File: config.mk
export PLATFORM = sky130hd
export DESIGN_NAME = lcd_wr_queue_flat
export DESIGN_NICKNAME = d
export VERILOG_FILES = /design/src/rtl/lcd_pkg.sv /design/src/rtl/lcd_wr_queue_if.sv /design/src/rtl/lcd_sync_fifo.sv /design/src/rtl/lcd_wr_queue.sv /design/src/flat_wrapper.sv
export SDC_FILE = /design/constraint.sdc
export NUM_CORES = 1
export LEC_CHECK = 0
export ABC_CLOCK_PERIOD_IN_PS = 5400
export CELL_PAD_IN_SITES_DETAIL_PLACEMENT = 0
export CELL_PAD_IN_SITES_GLOBAL_PLACEMENT = 1
export CORE_ASPECT_RATIO = 1.1
export CORE_MARGIN = 10
export CORE_UTILIZATION = 50
export CTS_BUF_LIST = sky130_fd_sc_hd__clkbuf_4 sky130_fd_sc_hd__clkbuf_8
export DETAILED_ROUTE_END_ITERATION = 10
export PLACE_DENSITY_LB_ADDON = 0.1
export RECOVER_POWER = 25
export SYNTH_ARGS = -nofsm -noshare
export SYNTH_HDL_FRONTEND = slang
export SYNTH_SLANG_ARGS = --single-unit
export TNS_END_PERCENT = 10
File: constraint.sdc
create_clock -name clk -period 5.4 [get_ports clk]
set_input_delay 0.81 -clock clk [delete_from_list [all_inputs] [get_ports clk]]
set_output_delay 0.81 -clock clk [all_outputs]
set_load 0.005 [all_outputs]
File: src/rtl/lcd_pkg.sv
// Shared definitions for the LCD write queue: command codes, word field
// positions, FSM state encoding and small word helpers.
package lcd_pkg;

    // Command codes accepted from the CPU
    localparam logic [3:0] LCD_CMD_INST = 4'd1;
    localparam logic [3:0] LCD_CMD_DATA = 4'd2;

    // Field positions inside the 32-bit CPU word and the 32-bit LCD word
    localparam int LCD_VALID_BIT = 31;
    localparam int LCD_RPT_MSB   = 30;
    localparam int LCD_RPT_LSB   = 20;
    localparam int LCD_CMD_MSB   = 19;
    localparam int LCD_CMD_LSB   = 16;
    localparam int LCD_DATA_MSB  = 15;
    localparam int LCD_DATA_LSB  = 0;

    // Derived widths
    localparam int LCD_RPT_W     = LCD_RPT_MSB - LCD_RPT_LSB + 1;   // 11
    localparam int LCD_ENTRY_W   = LCD_RPT_MSB + 1;                 // 31, stored per entry
    localparam int LCD_PAYLOAD_W = LCD_CMD_MSB + 1;                 // 20, cmd + data

    // Emission sequencer states
    typedef enum logic [1:0] {
        IDLE = 2'd0,
        HOLD = 2'd1,
        GAP  = 2'd2
    } lcd_state_e;

    // Only INST and DATA commands are meaningful to the LCD controller
    function automatic logic is_lcd_cmd(input logic [3:0] cmd);
        return (cmd == LCD_CMD_INST) || (cmd == LCD_CMD_DATA);
    endfunction

    // Build the word driven to the LCD controller from a {cmd, data} payload
    function automatic logic [31:0] lcd_pack(input logic [LCD_PAYLOAD_W-1:0] payload);
        logic [31:0] w;
        w = '0;
        w[LCD_VALID_BIT] = 1'b1;
        w[LCD_PAYLOAD_W-1:0] = payload;
        return w;
    endfunction

endpackage

File: src/rtl/lcd_wr_queue_if.sv
// Bundle of the CPU-side write port, the LCD-side output word and the
// queue status/error flags.
//
// Handshake: there is no ready signal. wr_en is a single-cycle push strobe
// sampled on the rising clock edge; the word is accepted iff its cmd is
// INST/DATA and q_full is low in that same cycle, otherwise it is dropped
// and the matching sticky error flag is raised. lcd_word carries its own
// valid bit (bit 31) and is held for HOLD_CYCLES consecutive cycles per
// emission, separated by at least GAP_CYCLES cycles of all-zero output.
interface lcd_wr_queue_if
    import lcd_pkg::*;
#(
    parameter int DEPTH = 16
) ();

    logic                     wr_en;
    logic [31:0]              wr_data;
    logic                     lcd_busy;
    logic                     clr_err;
    logic [31:0]              lcd_word;
    logic                     q_full;
    logic                     q_empty;
    logic [$clog2(DEPTH):0]   q_level;
    logic                     err_ovf;
    logic                     err_cmd;
    lcd_state_e               dbg_state;

    // CPU / LCD-controller side
    modport master (
        output wr_en, wr_data, lcd_busy, clr_err,
        input  lcd_word, q_full, q_empty, q_level, err_ovf, err_cmd, dbg_state
    );

    // Queue side
    modport slave (
        input  wr_en, wr_data, lcd_busy, clr_err,
        output lcd_word, q_full, q_empty, q_level, err_ovf, err_cmd, dbg_state
    );

endinterface

File: src/rtl/lcd_sync_fifo.sv
// Single-clock FIFO with a registered storage array. Head entry is visible
// combinationally; full/empty are derived from the stored level.
module lcd_sync_fifo #(
    parameter int DEPTH = 16,
    parameter int WIDTH = 31
) (
    input  logic                     clk,
    input  logic                     reset,
    input  logic                     i_push,
    input  logic                     i_pop,
    input  logic [WIDTH-1:0]         i_data,
    output logic                     o_full,
    output logic                     o_empty,
    output logic [$clog2(DEPTH):0]   o_level,
    output logic [WIDTH-1:0]         o_head
);

    localparam int AW = $clog2(DEPTH);
    localparam int LW = AW + 1;
    localparam logic [LW-1:0] FULL_LEVEL = LW'(DEPTH);

    logic [WIDTH-1:0] r_mem [DEPTH];
    logic [AW-1:0]    r_wr_ptr;
    logic [AW-1:0]    r_rd_ptr;
    logic [LW-1:0]    r_level;

    logic w_do_push;
    logic w_do_pop;

    assign o_full    = (r_level == FULL_LEVEL);
    assign o_empty   = (r_level == '0);
    assign o_level   = r_level;
    assign o_head    = r_mem[r_rd_ptr];

    // Requests are ignored when they would overrun or underrun the array
    assign w_do_push = i_push && !o_full;
    assign w_do_pop  = i_pop  && !o_empty;

    // Pointer and level bookkeeping; pointers wrap naturally (DEPTH is 2^n)
    always_ff @(posedge clk) begin
        if (reset) begin
            r_wr_ptr <= '0;
            r_rd_ptr <= '0;
            r_level  <= '0;
        end else begin
            if (w_do_push) begin
                r_wr_ptr <= r_wr_ptr + AW'(1);
            end
            if (w_do_pop) begin
                r_rd_ptr <= r_rd_ptr + AW'(1);
            end
            case ({w_do_push, w_do_pop})
                2'b10:   r_level <= r_level + LW'(1);
                2'b01:   r_level <= r_level - LW'(1);
                default: r_level <= r_level;
            endcase
        end
    end

    // Storage write; contents need no reset since the level gates visibility
    always_ff @(posedge clk) begin
        if (w_do_push) begin
            r_mem[r_wr_ptr] <= i_data;
        end
    end

endmodule

File: src/rtl/lcd_wr_queue.sv
// LCD write queue: buffers CPU command/pixel words and replays each one to
// the LCD controller rpt+1 times, every emission held for HOLD_CYCLES and
// followed by GAP_CYCLES of idle output.
module lcd_wr_queue
    import lcd_pkg::*;
#(
    parameter int DEPTH       = 16,
    parameter int HOLD_CYCLES = 2,
    parameter int GAP_CYCLES  = 1
) (
    input  logic          clk,
    input  logic          reset,
    lcd_wr_queue_if.slave bus
);

    localparam int LW     = $clog2(DEPTH) + 1;
    localparam int HOLD_W = (HOLD_CYCLES > 1) ? $clog2(HOLD_CYCLES) : 1;
    localparam int GAP_W  = (GAP_CYCLES  > 1) ? $clog2(GAP_CYCLES)  : 1;
    localparam logic [HOLD_W-1:0] HOLD_INIT = HOLD_W'(HOLD_CYCLES - 1);
    localparam logic [GAP_W-1:0]  GAP_INIT  = GAP_W'(GAP_CYCLES - 1);

    // Queue interface
    logic                     w_cmd_ok;
    logic                     w_push;
    logic                     w_pop;
    logic                     w_fifo_full;
    logic                     w_fifo_empty;
    logic [LW-1:0]            w_fifo_level;
    logic [LCD_ENTRY_W-1:0]   w_head;
    logic                     w_unused_msb;

    // Sequencer state
    lcd_state_e               r_state;
    lcd_state_e               w_state_nxt;
    logic [HOLD_W-1:0]        r_hold_cnt;
    logic [HOLD_W-1:0]        w_hold_nxt;
    logic [GAP_W-1:0]         r_gap_cnt;
    logic [GAP_W-1:0]         w_gap_nxt;
    logic [LCD_RPT_W-1:0]     r_rep_cnt;
    logic [LCD_RPT_W-1:0]     w_rep_nxt;
    logic [LCD_PAYLOAD_W-1:0] r_out;
    logic [LCD_PAYLOAD_W-1:0] w_out_nxt;
    logic [31:0]              r_lcd_word;
    logic [31:0]              w_word_nxt;

    // Sticky error flags
    logic                     r_err_ovf;
    logic                     r_err_cmd;

    // Bit 31 of the CPU word carries no information
    assign w_unused_msb = bus.wr_data[LCD_VALID_BIT];

    assign w_cmd_ok = is_lcd_cmd(bus.wr_data[LCD_CMD_MSB:LCD_CMD_LSB]);
    assign w_push   = bus.wr_en && w_cmd_ok && !w_fifo_full;

    lcd_sync_fifo #(
        .DEPTH (DEPTH),
        .WIDTH (LCD_ENTRY_W)
    ) u_fifo (
        .clk     (clk),
        .reset   (reset),
        .i_push  (w_push),
        .i_pop   (w_pop),
        .i_data  (bus.wr_data[LCD_ENTRY_W-1:0]),
        .o_full  (w_fifo_full),
        .o_empty (w_fifo_empty),
        .o_level (w_fifo_level),
        .o_head  (w_head)
    );

    // Next-state logic: start an entry from IDLE, hold it, gap, then repeat or pop
    always_comb begin
        w_state_nxt = r_state;
        w_hold_nxt  = r_hold_cnt;
        w_gap_nxt   = r_gap_cnt;
        w_rep_nxt   = r_rep_cnt;
        w_out_nxt   = r_out;
        w_pop       = 1'b0;
        case (r_state)
            IDLE: begin
                // lcd_busy only gates the start of a new entry
                if (!w_fifo_empty && !bus.lcd_busy) begin
                    w_state_nxt = HOLD;
                    w_out_nxt   = {w_head[LCD_CMD_MSB:LCD_CMD_LSB],
                                   w_head[LCD_DATA_MSB:LCD_DATA_LSB]};
                    w_rep_nxt   = w_head[LCD_RPT_MSB:LCD_RPT_LSB];
                    w_hold_nxt  = HOLD_INIT;
                end
            end
            HOLD: begin
                if (r_hold_cnt == '0) begin
                    w_state_nxt = GAP;
                    w_gap_nxt   = GAP_INIT;
                end else begin
                    w_hold_nxt  = r_hold_cnt - HOLD_W'(1);
                end
            end
            GAP: begin
                if (r_gap_cnt == '0) begin
                    if (r_rep_cnt != '0) begin
                        w_rep_nxt   = r_rep_cnt - LCD_RPT_W'(1);
                        w_hold_nxt  = HOLD_INIT;
                        w_state_nxt = HOLD;
                    end else begin
                        // Entry leaves the queue only after its last gap
                        w_pop       = 1'b1;
                        w_state_nxt = IDLE;
                    end
                end else begin
                    w_gap_nxt = r_gap_cnt - GAP_W'(1);
                end
            end
            default: begin
                w_state_nxt = IDLE;
            end
        endcase
        // Output word is computed from the next state so the register tracks HOLD exactly
        w_word_nxt = (w_state_nxt == HOLD) ? lcd_pack(w_out_nxt) : 32'd0;
    end

    // Sequencer registers and the registered LCD output word
    always_ff @(posedge clk) begin
        if (reset) begin
            r_state    <= IDLE;
            r_hold_cnt <= '0;
            r_gap_cnt  <= '0;
            r_rep_cnt  <= '0;
            r_out      <= '0;
            r_lcd_word <= '0;
        end else begin
            r_state    <= w_state_nxt;
            r_hold_cnt <= w_hold_nxt;
            r_gap_cnt  <= w_gap_nxt;
            r_rep_cnt  <= w_rep_nxt;
            r_out      <= w_out_nxt;
            r_lcd_word <= w_word_nxt;
        end
    end

    // Sticky error flags; a new error in the clearing cycle keeps the flag set
    always_ff @(posedge clk) begin
        if (reset) begin
            r_err_ovf <= 1'b0;
            r_err_cmd <= 1'b0;
        end else begin
            if (bus.wr_en && w_cmd_ok && w_fifo_full) begin
                r_err_ovf <= 1'b1;
            end else if (bus.clr_err) begin
                r_err_ovf <= 1'b0;
            end
            if (bus.wr_en && !w_cmd_ok) begin
                r_err_cmd <= 1'b1;
            end else if (bus.clr_err) begin
                r_err_cmd <= 1'b0;
            end
        end
    end

    assign bus.lcd_word  = r_lcd_word;
    assign bus.q_full    = w_fifo_full;
    assign bus.q_empty   = w_fifo_empty;
    assign bus.q_level   = w_fifo_level;
    assign bus.err_ovf   = r_err_ovf;
    assign bus.err_cmd   = r_err_cmd;
    assign bus.dbg_state = r_state;

endmodule

File: src/flat_wrapper.sv
// flat-port wrapper written by rule: the top's interface ports become plain ports
module lcd_wr_queue_flat import lcd_pkg::*;
#(
    parameter int DEPTH       = 16,
    parameter int HOLD_CYCLES = 2,
    parameter int GAP_CYCLES  = 1
)
  (clk, reset, bus_wr_en, bus_wr_data, bus_lcd_busy, bus_clr_err, bus_lcd_word, bus_q_full, bus_q_empty, bus_q_level, bus_err_ovf, bus_err_cmd, bus_dbg_state);
  lcd_wr_queue_if #(.DEPTH(DEPTH)) bus_i ();
  input  logic clk;
  input  logic reset;
  input wire logic [$bits(bus_i.wr_en)-1:0] bus_wr_en;
  input wire logic [$bits(bus_i.wr_data)-1:0] bus_wr_data;
  input wire logic [$bits(bus_i.lcd_busy)-1:0] bus_lcd_busy;
  input wire logic [$bits(bus_i.clr_err)-1:0] bus_clr_err;
  output wire logic [$bits(bus_i.lcd_word)-1:0] bus_lcd_word;
  output wire logic [$bits(bus_i.q_full)-1:0] bus_q_full;
  output wire logic [$bits(bus_i.q_empty)-1:0] bus_q_empty;
  output wire logic [$bits(bus_i.q_level)-1:0] bus_q_level;
  output wire logic [$bits(bus_i.err_ovf)-1:0] bus_err_ovf;
  output wire logic [$bits(bus_i.err_cmd)-1:0] bus_err_cmd;
  output wire logic [$bits(bus_i.dbg_state)-1:0] bus_dbg_state;
  assign bus_i.wr_en = bus_wr_en;
  assign bus_i.wr_data = bus_wr_data;
  assign bus_i.lcd_busy = bus_lcd_busy;
  assign bus_i.clr_err = bus_clr_err;
  assign bus_lcd_word = bus_i.lcd_word;
  assign bus_q_full = bus_i.q_full;
  assign bus_q_empty = bus_i.q_empty;
  assign bus_q_level = bus_i.q_level;
  assign bus_err_ovf = bus_i.err_ovf;
  assign bus_err_cmd = bus_i.err_cmd;
  assign bus_dbg_state = bus_i.dbg_state;
  lcd_wr_queue #(.DEPTH(DEPTH), .HOLD_CYCLES(HOLD_CYCLES), .GAP_CYCLES(GAP_CYCLES)) u_core (.clk(clk), .reset(reset), .bus(bus_i));
endmodule
==> reports/qor.yml, run 1 <==
viasPerCell: 5.64
slew_headroom_pct: -111
final.setup_skew_ns: 0.0327
final_layout_size_suffix_gt1_share_pct: 26.5
nets: 1288
worst_slack_ns: 1.10
violations: "max-capacitance violations, max-slew violations"
finalWeightedCongestion: 0.742
synthSimpleGateAreaFrac_pct: 3.29
post_cts_resized: 0
synth_top_family_by_area: "multiplexers"
hpwl_mm: 25.9
yosys.area_share.adder_pct: 0.455
ys_seq_area_share_pct: 74.4
arrival_ns: 4.85
dr.pass1.iters: 5
max-vdd-ir-drop_v: 0.000201
cp.required_ns: 5.95
clock_latency_ns: 0.66
core_um2: 43400
cp_max_fo: 17
fin_crit_sh_pct: 79.7
syn-cell-area_um2: 22000
grt_util_all_layers_pct: 18.2
synth.area.mux_share_pct: 17.5
path_clk_slew_ns: 0.06
grt_max_degree: 71
post-place-ws_ns: 0.662
cts_tree: "yes"
ys_types: 59
initial_core_util_pct: 50.7
rows: 80
synth_area_leaders: "edfxtp_1 68%, mux4_2 14%, dfxtp_1 6.7%, mux2i_1 3.9%, nor2_1 1.4%"
worstMarginPinSlew_ns: 3.17
areaGrowthSynthToFinish_pct: 15.0
crit_path_start_kind: "input port"
synth_compound_gate_area_share_pct: 2.03
status: "complete, but fails checks"
fmax_mhz: 232
yosys.area.top_type_share_pct: 67.6
grt_first_pass_wirelength_mm: 71.1
synthFlopType: "edfxtp_1"
route.detailed.wl_per_inst_um: 24.8
end_kind: "register"
die_height_um: 240
finalSetupTns_ns: 0
die-area_um2: 52800
synth-xor-area-share_pct: 0.358
drtIter0Drc: 793
finalWirelength_mm: 46.8
finalSetupViolations: 0
vias: 10641
drc_errors: 0
yosysTopAreaCell: "edfxtp_1"
synthCells: 1109
clockRootBuffer: "clkbuf_8"
numCtsBuffers: 90
fillCellCount: 3290
leakage_nw: 7.78
htree_levels: 3
ctsHoldBuffers: 0
slew_viol_final: 56
ant_nets: 0
portBuffers: 67
cts_setup_buffers: 0
grt_pass1_vias: 11299
p_total_mw: 8.53
synth_edf_count: 496
synth_seq_cells: 570
rsz0062_at_grt: "no"
die_w_um: 220
avgSynthCellArea_um2: 19.9
maxCapViolCount: 1
io_pins: 80
period_needed_ns: 4.30
dpl_cell_area_um2: 23500
power_density_nw_per_um2: 337
finalHoldViolations: 0
grt_remaining_overflow: 0
cts_sinks: 570
hold_class: "register to register"
synth-async-reset-ratio_pct: 0
stdcell_area_um2: 25300
yosys_warnings: 0
antenna_found_initial: 3
crit_type: "input port to register"
cts_buffer_depth: 3
synth_stat cells (8+ instances only):
cell type and count:
a21oi_1 22, buf_2 24, buf_4 18, clkbuf_1 22, dfxtp_1 74, edfxtp_1 496
ha_1 8, inv_1 10, mux2i_1 85, mux4_2 132, nand2_1 18, nand2b_1 9
nor2_1 82, nor3_1 15, o21ai_0 9
area by class of cell:
cell class / count / area [µm²] / area share [%]
clock inverters: 29 / 164 / 0.647
flip-flops and latches: 570 / 16400 / 64.7
repair buffers: 104 / 1020 / 4.03
well taps: 574 / 718 / 2.84
multi-input cells: 466 / 5370 / 21.2
clock buffers: 133 / 1620 / 6.41
diodes: 1 / 2.50 / 0.00988
inverters: 11 / 43.8 / 0.173
where the power goes:
group / leakage [nW] / internal, mW / switching [mW]
logic: 1.77 / 0.0494 / 0.106
clock network: 0.957 / 1.97 / 1.60
registers: 5.06 / 4.79 / 0.00656
total: 7.78 / 6.81 / 1.72
sequential cells by signal, indices dropped and copies added (netlist names), named ones only:
| signal | cells |
|---|---|
| u_core.u_fifo.r_rd_ptr | 4 |
| u_core.r_out | 20 |
| u_core.bus.err_cmd | 1 |
| u_core.bus.lcd_word | 21 |
| u_core.u_fifo.r_mem | 496 |
| u_core.u_fifo.r_wr_ptr | 4 |
| u_core.r_hold_cnt | 1 |
| u_core.bus.dbg_state | 2 |
| u_core.bus.err_ovf | 1 |
| u_core.u_fifo.o_level | 5 |
| u_core.r_rep_cnt | 11 |
stage by stage:
step / util (%) / hold WS, ns / std cells
4_1_cts: 58.3 / 0.444 / 1887
5_1_grt: 58.3 / 0.496 / 1887
2_1_floorplan: - / 0.416 / 1119
6_report: 58.3 / 0.452 / 1888
3_5_place_dp: 54.2 / 0.433 / 1725
3_3_place_gp: 54.2 / 0.435 / 1725
worst max-delay path, cell delays in order:
cell and delay [ns]:
dlygate4sd3_1 0.52, clkbuf_1 0.51, xnor2_1 0.32, a2111oi_4 0.65, inv_4 0.14, ha_1 0.36
xor2_1 0.19, ha_1 0.24, nand2b_1 0.19, o41ai_1 0.26, nand4_1 0.13, a21oi_1 0.18
mux2_1 0.33
cells in the final DEF (no fill, tap or decap), drive strengths merged, types with 3 or more instances in the layout:
cell type | synthesis | routed
nor4 | 3 | 3
nor2b | 5 | 5
mux4 | 132 | 132
nor3 | 15 | 15
nand2 | 18 | 18
inv | 11 | 11
a21oi | 23 | 23
xnor2 | 3 | 3
edfxtp | 496 | 496
ha | 8 | 8
nand3 | 3 | 3
mux2i | 85 | 85
clkinv | 0 | 25
a2111oi | 3 | 3
nand4 | 6 | 6
xor2 | 6 | 6
o22ai | 3 | 3
nand2b | 9 | 9
clkbuf | 23 | 136
nor2 | 82 | 82
clkinvlp | 0 | 3
dfxtp | 74 | 74
a311o | 3 | 3
mux2 | 3 | 3
o21ai | 10 | 10
conb | 1 | 11
a211oi | 7 | 7
clkdlybuf4s50 | 0 | 45
dlygate4sd3 | 0 | 21
or3 | 3 | 3
buf | 49 | 35
path summary, 6_finish.rpt:
check | startpoint | end | slack [ns] | cells past startpoint
worst max-delay path | bus_wr_data[17] | u_core.u_fifo.o_level[4] | 1.10 | 13
worst min-delay path | u_core.r_hold_cnt | u_core.bus.dbg_state[1] | 0.45 | 1
worst max register to register | u_core.u_fifo.o_level[1] | u_core.u_fifo.o_level[4] | 1.71 | 12
worst min register to register | u_core.r_hold_cnt | u_core.bus.dbg_state[1] | 0.45 | 1
cell families (layout without fill, tap and decap cells):
| kind of cell | Yosys count | in the layout |
|---|---|---|
| muxes | 220 | 220 |
| buffers and inverters | 83 | 277 |
| adders and majority gates | 8 | 8 |
| AOI/OAI and AO/OA | 64 | 64 |
| DFF | 570 | 570 |
| xor gates and xnor gates | 9 | 9 |
| and+or+nand+nor | 154 | 154 |
| other | 1 | 12 |
per-layer routing:
metal | track usage, % | part of all wire, %
met5 | 0 | 0.019
met4 | 6.13 | 1.7
met3 | 3.65 | 5.1
met2 | 29.5 | 49
met1 | 24.4 | 44
Power figures use the tool's default switching activity.
==> run 2, diff against run 1 <==
--- a/config.mk
+++ b/config.mk
@@ -5,7 +5,7 @@
 export SDC_FILE = /design/constraint.sdc
 export NUM_CORES = 1
 export LEC_CHECK = 0
-export ABC_CLOCK_PERIOD_IN_PS = 5400
+export ABC_CLOCK_PERIOD_IN_PS = 4200
 export CELL_PAD_IN_SITES_DETAIL_PLACEMENT = 0
 export CELL_PAD_IN_SITES_GLOBAL_PLACEMENT = 1
 export CORE_ASPECT_RATIO = 1.1
==> constraint.sdc (replaced) <==
create_clock -name clk -period 4.2 [get_ports clk]
set_input_delay 0.63 -clock clk [delete_from_list [all_inputs] [get_ports clk]]
set_output_delay 0.63 -clock clk [all_outputs]
set_load 0.005 [all_outputs]
==> run 2 against run 1 <==
Compared with the run above: the flow now finishes without violations; sequential share of layout area fell by 0.12 points; cell count rose by 0.95%; core utilization rose by 0.10 points; clock power rose by 26%; critical path depth fell by 1; critical path type is now register to register; largest cell class unchanged; largest power group unchanged; highest routed layer unchanged.
==> reports/qor.yml, run 2 (same netlist as run 1, synthesis figures left out) <==
status: "finished clean"
post_cts_resized: 0
arrival_ns: 3.85
drc_errors: 0
final_layout_size_suffix_gt1_share_pct: 26.3
largest_reg_flops: 496
cts_sinks: 570
die_height_um: 240
whs_ns: 0.439
cts_setup_buffers: 0
slew_headroom_pct: 43.7
hold_class: "input port to register"
cts_tree: "yes"
clock_latency_ns: 0.65
cp_max_fo: 10
rows: 80
placed_cells_incl_taps: 1741
crit_path_start_kind: "register"
hpwl_mm: 26.7
p_total_mw: 10.9
vias: 10756
clockRootBuffer: "clkbuf_8"
finalWirelength_mm: 47.3
crit_buf_inv: 1
fin_crit_sh_pct: 78.8
cp_top_family: "simple AND/OR/NAND/NOR gates"
core_um2: 43400
drtIter0Drc: 895
cp_slowest_cell: "nor4_2"
worstMarginPinSlew_ns: 0.845
finalSetupTns_ns: 0
slew_viol_final: 0
nets: 1303
areaGrowthSynthToFinish_pct: 15.2
fmax_mhz: 302
end_kind: "register"
max_stage_delay_ns: 0.67
ctsHoldBuffers: 0
antenna_found_initial: 2
finalSetupViolations: 0
path_cells: "nor4_2 -> nand2_1 -> inv_1 -> nor2_1 -> ha_1 -> xor2_1 -> ha_1 -> nand2b_1 -> o41ai_1 -> nand4_1 -> a21oi_1 -> mux2_1"
path_clk_slew_ns: 0.06
dr.pass1.iters: 5
htree_levels: 3
route.detailed.wl_per_inst_um: 24.8
numCtsBuffers: 89
grt_first_pass_wirelength_mm: 71.7
top_register: "u_core.u_fifo.r_mem"
grt_remaining_overflow: 0
crit_top_cell: "ha_1"
finalHoldViolations: 0
final.setup_skew_ns: 0.0237
maxCapViolCount: 0
io_pins: 80
cts_buffer_depth: 3
layout_common_cells: "496 x edfxtp_1, 132 x mux4_2, 97 x clkbuf_8, 85 x mux2i_1"
rsz0062_at_grt: "no"
portBuffers: 67
grt_util_all_layers_pct: 18.4
cp.required_ns: 4.74
period_needed_ns: 3.31
initial_core_util_pct: 50.7
power_density_nw_per_um2: 429
die-area_um2: 52800
final_common_cell: "edfxtp_1"
finalWeightedCongestion: 0.744
leakage_nw: 7.82
viasPerCell: 5.64
stdcell_count: 1906
grt_max_degree: 59
crit_type: "register to register"
max-vdd-ir-drop_v: 0.000262
diodes: 0
grt_pass1_vias: 11338
ant_nets: 0
die_w_um: 220
[run 2: cell types whose count changed in the layout (fill, tap and decap cells not counted), moves of 2 or more]
cell | previous run | this run
clkbuf_4 | 33 | 26
buf_12 | 7 | 4
clkinv_1 | 11 | 27
buf_4 | 27 | 45
clkbuf_8 | 100 | 97
clkinv_2 | 14 | 9
inv_6 | 0 | 2
[run 2: cell type report]
class | count | area, µm²
clock buffers | 123 | 1530
inverters | 11 | 43.8
clock inverters | 42 | 220
fillers | 3294 | 18100
multi-input cells | 466 | 5370
repair buffers | 120 | 1100
well taps | 574 | 718
flip-flops and latches | 570 | 16400
[run 2: path summary, 6_finish.rpt]
| check | start | end | slack [ns] | cells past startpoint |
|---|---|---|---|---|
| min | reset | u_core.u_fifo.o_level[1] | 0.44 | 2 |
| max reg2reg | u_core.u_fifo.o_level[1] | u_core.u_fifo.o_level[4] | 0.89 | 12 |
| max | u_core.u_fifo.o_level[1] | u_core.u_fifo.o_level[4] | 0.89 | 12 |
| min reg2reg | u_core.r_hold_cnt | u_core.bus.dbg_state[1] | 0.45 | 1 |
[run 2: power by group]
group | leakage [nW] | switching [mW] | internal [mW]
sequential | 5.06 | 0.00821 | 6.16
combinational | 1.83 | 0.137 | 0.0649
clock | 0.924 | 2.09 | 2.43
total | 7.82 | 2.23 | 8.66
[run 2: routing by layer]
metal,share of wire (%),wire length (µm),vias to the layer above,track usage (%)
li1,-,-,4784,-
met1,44,20900,5662,25.2
met2,49,23000,252,29.1
met3,5.5,2610,56,3.73
met4,1.6,738,2,5.75
met5,0.027,13,-,0
[run 2: through the flow]
step / cell area (µm²) / setup WS (ns) / utilization, %
floorplan: 22100 / -0.0343 / -
detailed placement: 23600 / 0.356 / 54.4
finish: 25400 / 0.891 / 58.4
CTS: 25400 / 0.896 / 58.4
global route: 25400 / 0.613 / 58.4
global placement: 23600 / 0.350 / 54.4
==> run 3, diff against run 2 <==
--- a/config.mk
+++ b/config.mk
@@ -5,7 +5,7 @@
 export SDC_FILE = /design/constraint.sdc
 export NUM_CORES = 1
 export LEC_CHECK = 0
-export ABC_CLOCK_PERIOD_IN_PS = 4200
+export ABC_CLOCK_PERIOD_IN_PS = 2700
 export CELL_PAD_IN_SITES_DETAIL_PLACEMENT = 0
 export CELL_PAD_IN_SITES_GLOBAL_PLACEMENT = 1
 export CORE_ASPECT_RATIO = 1.1
==> constraint.sdc (replaced) <==
create_clock -name clk -period 2.7 [get_ports clk]
set_input_delay 0.405 -clock clk [delete_from_list [all_inputs] [get_ports clk]]
set_output_delay 0.405 -clock clk [all_outputs]
set_load 0.005 [all_outputs]
==> run 3 against run 2 <==
Compared with the run above: global-route usage up 0.32 points; clock-buffer cell count up 15; flip-flop and latch count unchanged; highest routed layer is now met4; final area up 4.1%; the flow now finishes with violations (negative setup slack); sequential power up 56%; clock power up 60%; worst setup slack worse by 0.92 ns; wire length up 1.7%.
==> reports/qor.yml, run 3 (same netlist as run 1, synthesis figures left out) <==
status: "complete, but fails checks"
violations: "negative setup slack"
htree_levels: 3
fin_crit_sh_pct: 101
initial_core_util_pct: 50.7
worstMarginPinSlew_ns: 0.842
stdcell_area_um2: 26400
ant_nets: 0
grt_first_pass_wirelength_mm: 72.5
dpl_cell_area_um2: 24500
rows: 80
vias: 11094
period_needed_ns: 2.73
finalWeightedCongestion: 0.784
numCtsBuffers: 89
core_um2: 43400
fmax_mhz: 367
clock_latency_ns: 0.65
grt_remaining_overflow: 0
layout_common_cells: "496 x edfxtp_1, 132 x mux4_2, 98 x clkbuf_8, 85 x mux2i_1, 80 x buf_4"
diodes: 0
largest_reg_flops: 496
final.setup_skew_ns: 0.0288
finalSetupViolations: 1
areaGrowthSynthToFinish_pct: 20.0
antenna_found_initial: 0
fillCellCount: 3179
top_register: "u_core.u_fifo.r_mem"
end_kind: "register"
drc_errors: 0
cts_sinks: 570
slew_headroom_pct: 43.5
route.detailed.wl_per_inst_um: 24.5
r2r_slack_ns: -0.03
dr.pass1.iters: 5
cp.required_ns: 3.23
grt_pass1_vias: 11635
placed_cells_incl_taps: 1805
drtIter0Drc: 773
crit_path_start_kind: "register"
grt_max_degree: 48
max_stage_delay_ns: 0.32
clockRootBuffer: "clkbuf_8"
final_common_cell: "edfxtp_1"
cts_buffer_depth: 3
power_density_nw_per_um2: 650
finalWirelength_mm: 48.2
path_clk_slew_ns: 0.06
die-area_um2: 52800
max-vdd-ir-drop_v: 0.000397
finalHoldViolations: 0
die_height_um: 240
slew_viol_final: 0
portBuffers: 67
crit_type: "register to register"
maxCapViolCount: 0
cts_tree: "yes"
nets: 1370
arrival_ns: 3.26
cp_max_fo: 3
final_layout_size_suffix_gt1_share_pct: 31.4
stdcell_count: 1967
hold_class: "input port to register"
die_w_um: 220
register_area_um2: 16400
multi_input_area_um2: 5460
hpwl_mm: 29.2
cp_slowest_cell: "dfxtp_2"
path_cells: "inv_2 -> ha_4 -> nor4b_4 -> nand4_1 -> nor2_1 -> buf_4 -> ha_4 -> xor2_1 -> ha_2 -> nand2b_4 -> o41ai_2 -> nand4_1 -> a21oi_2 -> mux2_4"
rsz0062_at_grt: "yes"
leakage_nw: 8.29
viasPerCell: 5.64
worst_slack_ns: -0.0279
io_pins: 80
grt_util_all_layers_pct: 18.7
run 3: changes by cell type in the layout (fill, tap and decap cells not counted), sizes merged, moves of 2 or more:
cell and delta:
clkbuf +15, inv -2, buf +67, clkdlybuf4s50 +3, dlygate4sd3 -4, clkinv -19
run 3: through the flow:
stage	setup WS [ns]	hold slack (ns)	TNS [ns]	util, %	power, mW
final	-0.0279	0.232	-0.0279	60.8	17.2
after detailed placement	-0.801	0.441	-53.18	56.5	10.1
after global placement	-0.702	0.437	-48.86	56.5	10.1
after floorplan	-0.427	0.416	-158.09	-	9.92
after global routing	-0.201	0.235	-0.219	60.8	17.8
after CTS	-0.118	0.185	-0.118	60.8	17.4
run 3: final cells by class:
type | count | area share (%)
sequential | 570 | 62.1
clock buffer | 138 | 6.24
timing repair buffer | 187 | 7.57
tap | 574 | 2.72
multi-input combinational | 466 | 20.7
inverter | 11 | 0.166
clock inverter | 21 | 0.554
run 3: what timing repair did:
| item | in CTS | in global routing |
|---|---|---|
| pin swaps | 8 | 7 |
| endpoints found under the setup margin | 3 | 2 |
| gates resized for setup | 12 | 2 |
| cloned | 0 | 0 |
| buffers inserted | 3 | 0 |
| hold buffers | 0 | 0 |
run 3: per-layer routing:
metal / up-vias / routed length [µm] / track usage [%] / part of all wire [%]
met4: 0 / 847 / 6.21 / 1.8
met3: 61 / 2760 / 3.87 / 5.7
met1: 5822 / 20600 / 24.9 / 43
met5: - / 0 / 0 / 0
met2: 296 / 24000 / 30.2 / 50
li1: 4915 / - / - / -
run 3: power breakdown:
part / internal (mW) / total [mW] / switching (mW)
clock network: 4.06 / 7.21 / 3.15
registers: 9.59 / 9.60 / 0.00907
logic: 0.130 / 0.359 / 0.229
total: 13.8 / 17.2 / 3.39
run 3: worst max-delay path: cells and delay by family (launching register included):
| kind | cells | cell delay [ns] |
|---|---|---|
| AOI/OAI and AO/OA | 2 | 0.43 |
| buffers and inverters | 2 | 0.21 |
| xor gates and xnor gates | 1 | 0.06 |
| adders and majority gates | 3 | 0.44 |
| muxes | 1 | 0.30 |
| and+or+nand+nor | 5 | 0.84 |
| DFF | 1 | 0.32 |
run 3: path summary, 6_finish.rpt:
check        cells after the start                   endpoint                 from
max reg2reg                     14   u_core.u_fifo.o_level[4]  u_core.r_rep_cnt[1]
max                             14   u_core.u_fifo.o_level[4]  u_core.r_rep_cnt[1]
min reg2reg                      1    u_core.bus.dbg_state[1]    u_core.r_hold_cnt
min                              2  u_core.u_fifo.r_rd_ptr[3]                reset
